**config.mk**
```make
export PLATFORM = sky130hd
export DESIGN_NAME = info_frame_buffer
export DESIGN_NICKNAME = d
export VERILOG_FILES = /design/src/rtl/hdmi_info_frame_pkg.sv /design/src/rtl/info_frame_checksum.sv /design/src/rtl/info_frame_buffer.sv
export SDC_FILE = /design/constraint.sdc
export NUM_CORES = 1
export LEC_CHECK = 0
export BUFFER_PORTS_ARGS = -buffer_cell sky130_fd_sc_hd__buf_2
export CORE_MARGIN = 4
export CORE_UTILIZATION = 25
export CTS_BUF_LIST = sky130_fd_sc_hd__clkbuf_4
export DETAILED_ROUTE_END_ITERATION = 12
export PLACE_DENSITY = 0.38
export SETUP_SLACK_MARGIN = 0.4
export SYNTH_ARGS = -nofsm -noshare
export SYNTH_HDL_FRONTEND = slang
export SYNTH_SLANG_ARGS = --single-unit
```
**constraint.sdc**
```tcl
create_clock -name clk_pixel -period 5.5 [get_ports clk_pixel]
set_input_delay 0.55 -clock clk_pixel [delete_from_list [all_inputs] [get_ports clk_pixel]]
set_output_delay 0.55 -clock clk_pixel [all_outputs]
set_load 0.02 [all_outputs]
```
**src/rtl/hdmi_info_frame_pkg.sv**
```systemverilog
// Shared InfoFrame definitions: type codes, payload limit, FSM states and bank storage types.
package hdmi_info_frame_pkg;

    localparam logic [7:0] INFO_TYPE_VENDOR = 8'h81;
    localparam logic [7:0] INFO_TYPE_AVI    = 8'h82;
    localparam logic [7:0] INFO_TYPE_SPD    = 8'h83;
    localparam logic [7:0] INFO_TYPE_AUDIO  = 8'h84;

    localparam int MAX_PAYLOAD = 27;

    typedef enum logic [1:0] {IDLE, SUM, PEND} info_state_t;

    typedef logic [7:0] shadow_bank_t [1:MAX_PAYLOAD];
    typedef logic [7:0] active_bank_t [0:MAX_PAYLOAD];

endpackage

```
**src/rtl/info_frame_checksum.sv**
```systemverilog
// Serial 8-bit byte accumulator producing a two's-complement checksum, so that
// seed + all added bytes + csum == 0 mod 256.
module info_frame_checksum (
    input  logic       clk_pixel,
    input  logic       reset_n,
    input  logic       load,
    input  logic [7:0] load_val,
    input  logic       add,
    input  logic       finish,
    input  logic [7:0] add_val,
    output logic [7:0] csum
);

    logic [7:0] acc;
    logic [7:0] acc_next;

    function automatic logic [7:0] negate8(input logic [7:0] v);
        return (~v) + 8'd1;
    endfunction

    assign acc_next = acc + add_val;

    // finish folds the final byte in and latches the negated total in the same edge
    always_ff @(posedge clk_pixel or negedge reset_n) begin
        if (!reset_n) begin
            acc  <= 8'h00;
            csum <= 8'h00;
        end else if (load) begin
            acc <= load_val;
        end else if (add) begin
            acc <= acc_next;
            if (finish) begin
                csum <= negate8(acc_next);
            end
        end
    end

endmodule

```
**src/rtl/info_frame_buffer.sv**
```systemverilog
// Double-buffered InfoFrame source: shadow bank written by software, checksummed
// serially on commit, then published to the active bank when the scheduler allows.
module info_frame_buffer
    import hdmi_info_frame_pkg::*;
#(
    parameter logic [7:0] INFO_TYPE = INFO_TYPE_SPD,
    parameter logic [7:0] VERSION   = 8'd1,
    parameter logic [4:0] LENGTH    = 5'd25
) (
    input  logic             clk_pixel,
    input  logic             reset_n,
    input  logic             wr_en,
    input  logic [4:0]       wr_addr,
    input  logic [7:0]       wr_data,
    input  logic             commit,
    input  logic             swap_ok,
    output logic             busy,
    output logic             valid,
    output logic [23:0]      header,
    output logic [3:0][55:0] sub
);

    if (LENGTH < 5'd1 || LENGTH > 5'd27) begin : g_bad_length
        $error("info_frame_buffer: LENGTH must be in 1..27");
    end

    localparam logic [7:0] HDR_SUM = INFO_TYPE + VERSION + {3'b000, LENGTH};

    info_state_t  state;
    logic [4:0]   idx;
    shadow_bank_t shadow;
    active_bank_t active;
    logic         wr_accept;
    logic         sum_load;
    logic         sum_add;
    logic         sum_finish;
    logic [7:0]   csum;

    assign header     = {3'b000, LENGTH, VERSION, INFO_TYPE};
    assign wr_accept  = (state == IDLE) && wr_en && (wr_addr != 5'd0) && (wr_addr <= 5'd27);
    assign sum_load   = (state == IDLE) && commit;
    assign sum_add    = (state == SUM);
    assign sum_finish = sum_add && (idx == LENGTH);

    info_frame_checksum u_checksum (
        .clk_pixel (clk_pixel),
        .reset_n   (reset_n),
        .load      (sum_load),
        .load_val  (HDR_SUM),
        .add       (sum_add),
        .finish    (sum_finish),
        .add_val   (shadow[idx]),
        .csum      (csum)
    );

    // A write coinciding with commit lands before SUM reads shadow, so it is summed
    always_ff @(posedge clk_pixel or negedge reset_n) begin
        if (!reset_n) begin
            state <= IDLE;
            idx   <= 5'd1;
            busy  <= 1'b0;
            valid <= 1'b0;
            for (int i = 1; i <= MAX_PAYLOAD; i++) shadow[i] <= 8'h00;
            for (int i = 0; i <= MAX_PAYLOAD; i++) active[i] <= 8'h00;
        end else begin
            if (wr_accept) begin
                shadow[wr_addr] <= wr_data;
            end
            case (state)
                IDLE: begin
                    if (commit) begin
                        state <= SUM;
                        idx   <= 5'd1;
                        busy  <= 1'b1;
                    end
                end
                SUM: begin
                    if (idx == LENGTH) begin
                        idx   <= 5'd1;
                        state <= PEND;
                    end else begin
                        idx <= idx + 5'd1;
                    end
                end
                PEND: begin
                    if (swap_ok) begin
                        for (int i = 1; i <= MAX_PAYLOAD; i++) begin
                            active[i] <= (i <= int'(LENGTH)) ? shadow[i] : 8'h00;
                        end
                        active[0] <= csum;
                        valid     <= 1'b1;
                        busy      <= 1'b0;
                        state     <= IDLE;
                    end
                end
                default: state <= IDLE;
            endcase
        end
    end

    // sub[i] carries PB(7i)..PB(7i+6), lowest-numbered byte in the LSBs
    always_comb begin
        sub = '0;
        for (int i = 0; i < 4; i++) begin
            for (int j = 0; j < 7; j++) begin
                sub[i][8*j +: 8] = active[7*i + j];
            end
        end
    end

endmodule

```
==> flow_summary.ini <==
[drt]
drt-wirelength-per-cell_um = 22.9
firstDrtPassIters = 4
m1WireLength_mm = 26.9
drt-total-wl_mm = 62.2
dr_wl_met2_mm = 30.3
route.vias.total = 11952
via_per_inst = 4.40
ant_nets = 0
top_layer = met4
drt_iter0_drc = 569
dr_wl_met3_mm = 4.01
drc = 0

[floorplanning]
die_h_um = 287
io_pins = 268
dieArea_um2 = 82400
start_util_pct = 25.2
rows = 102
core_um2 = 77300
fp.dieW_um = 287

[critical_path]
critPathCaptureType = register
cp.arrival_ns = 5.50
cp.required_ns = 6.38
cp_max_fo = 25
crit_type = register to register
worstSetupStartpointType = register

[synthesis]
synthTopCellsByArea = dfrtp_1 (58%), mux2_2 (25%), mux4_2 (6.4%), buf_4 (1.7%), clkbuf_1 (0.79%)
synth.distinct_cells = 59
synth_enable_flop_cells = 0
synthFlopType = dfrtp_1
ys_seq_area_share_pct = 57.7
yosys_warnings = 0
async_reset_ff_share_pct = 100
syn_avg_cell_area_um2 = 15.3
synth_top_cell_area_share_pct = 57.6
ys_seq_elements = 449
synthCells = 1276
synth_area_um2 = 19500
yosysTopAreaCell = dfrtp_1

[global_route]
grt_use_total_pct = 15.1
grt_pass1_vias = 12864
antenna_found_initial = 5
grt_pass1_wl_mm = 91.1
grt.overflow.total = 0
grt_max_degree = 131

[pwr]
power_mw = 8.75
p_per_area_nw_per_um2 = 376
p_leak_nw = 12.0
ir_drop_v = 0.000154

[final_layout]
fin_nets = 1613
drive_gt1_share_pct = 57.5
post-route-util_pct = 30.1
area_growth_pct = 19.6
final_cell_mix = dfrtp_1 (447), mux2_2 (432), buf_2 (226), clkbuf_4 (184), mux4_2 (55)
final_common_cell = dfrtp_1
stdcell_area_um2 = 23300

[timing]
worst_slew_pin_slew_ns = 0.851
skew_ns = 0.0817
slew_violations = 0
rsz0062_at_grt = false
max_freq_ghz = 0.216
final.period_utilization_pct = 84.1
hold_violations = 0
finalSetupTns_ns = 0
setup_viol = 0
layout_min_cycle_time_ns = 4.63
relSlewSlack_pct = 43.3

[clock_network]
clkSlewWorstSetupHoldPaths_ns = 0.06
cts_max_level = 4
cts_tree = done
cts_buffers = 136
cts-root-buf = clkbuf_4
cts_resized = 0
cts_sinks = 449
clk-insertion-delay-late_ns = 0.99
cts_max_path_buffers = 3

[placement]
globalplace.congestion = 0.772
placed_area_um2 = 21600
portBuffers = 227
dp_hpwl_mm = 42.8

[run_status]
status = finished, final reports clean

[min_path]
worstHoldPathType = input port to async pin

[flow_run]
max_cap_viol_count = 0
-- synth_stat cells (3+ instances only) --
cell type,count
a22o_1,7
dfrtp_1,448
o221ai_1,7
nor2b_1,4
nand3b_1,6
xor2_1,6
mux2i_1,7
ha_1,10
o211ai_1,4
a21o_1,3
nor2_1,19
nand3_1,7
a21oi_1,4
nand2b_1,4
nand2_1,28
or3b_2,3
o21ai_0,15
buf_2,23
nor2_2,20
mux2_2,432
nor3b_1,4
inv_1,18
mux4_2,55
clkbuf_1,41
xnor2_1,4
buf_4,43
o21a_1,9
-- area by class of cell --
class,instances,area [um^2]
Fill cell,7948,54000
Timing Repair Buffer,243,1340
Clock buffer,184,1380
Multi-Input combinational cell,736,7710
Antenna cell,6,15.0
Inverter,18,67.6
Tap cell,1040,1300
Clock inverter,39,255
Sequential cell,449,11200
-- power breakdown --
part	internal [mW]	switching, mW
registers	3.51	0.313
logic	0.760	0.996
clock network	1.65	1.53
total	5.92	2.83
-- critical path, cell delays in order, from the launching register on --
cell	delay (ns)
dfstp_4	0.96
mux4_2	0.58
mux4_2	0.54
o21a_1	0.21
ha_1	0.21
fa_1	0.40
xor2_1	0.21
nor3_1	0.35
o2111ai_1	0.18
or4b_1	0.56
a21o_1	0.18
a31oi_1	0.15
-- repair_timing --
action / in CTS / in global routing
hold buffers: 3 / 0
endpoints found under the setup margin: 0 / 1
buffers inserted: 0 / 1
hold endpoints to repair: 99 / 0
-- stage by stage --
| step | instances | setup slack (ns) | hold slack [ns] |
|---|---|---|---|
| CTS | 2708 | 0.580 | 0.0800 |
| global placement | 2482 | 0.690 | 0.444 |
| floorplan | 1314 | 1.25 | 0.254 |
| finish | 2715 | 0.874 | 0.216 |
| detailed placement | 2482 | 0.606 | 0.447 |
| global route | 2711 | 0.641 | 0.133 |
-- registers in the layout, indices dropped and copies added (netlist names) --
| signal | cells |
|---|---|
| shadow | 216 |
| sub | 208 |
| u_checksum.acc | 8 |
| u_checksum.csum | 8 |
| idx | 5 |
| state | 2 |
| busy | 1 |
| valid | 1 |
-- cell families after synthesis --
logic type | Yosys count | share of synthesized area, %
AOI/OAI and AO/OA | 66 | 2.51
xor gates and xnor gates | 10 | 0.450
adders and majority gates | 11 | 0.745
buffers and inverters | 129 | 3.54
DFF | 449 | 57.7
muxes | 494 | 31.7
other | 2 | 0.0386
and+or+nand+nor | 115 | 3.34
-- path summary, 6_finish.rpt --
path                                 endpoint  slack [ns]  cells after the start  startpoint
max                        u_checksum.csum[7]        0.87                     11      idx[0]
min                               shadow[212]        0.22                      2     reset_n
max reg2reg                u_checksum.csum[7]        0.87                     11      idx[0]
min reg2reg                             valid        0.46                      1       valid
max in group asynchronous          shadow[30]        3.92                      3     reset_n
min in group clk_pixel            shadow[112]        0.23                      2  wr_data[0]
-- per-layer routing --
layer / vias up / global-route usage (%)
met5: - / 0
met1: 6242 / 19.5
met4: 0 / 4.32
li1: 5276 / -
met3: 90 / 4.59
met2: 344 / 24.7
No activity file was read; power rests on OpenSTA's default activity.
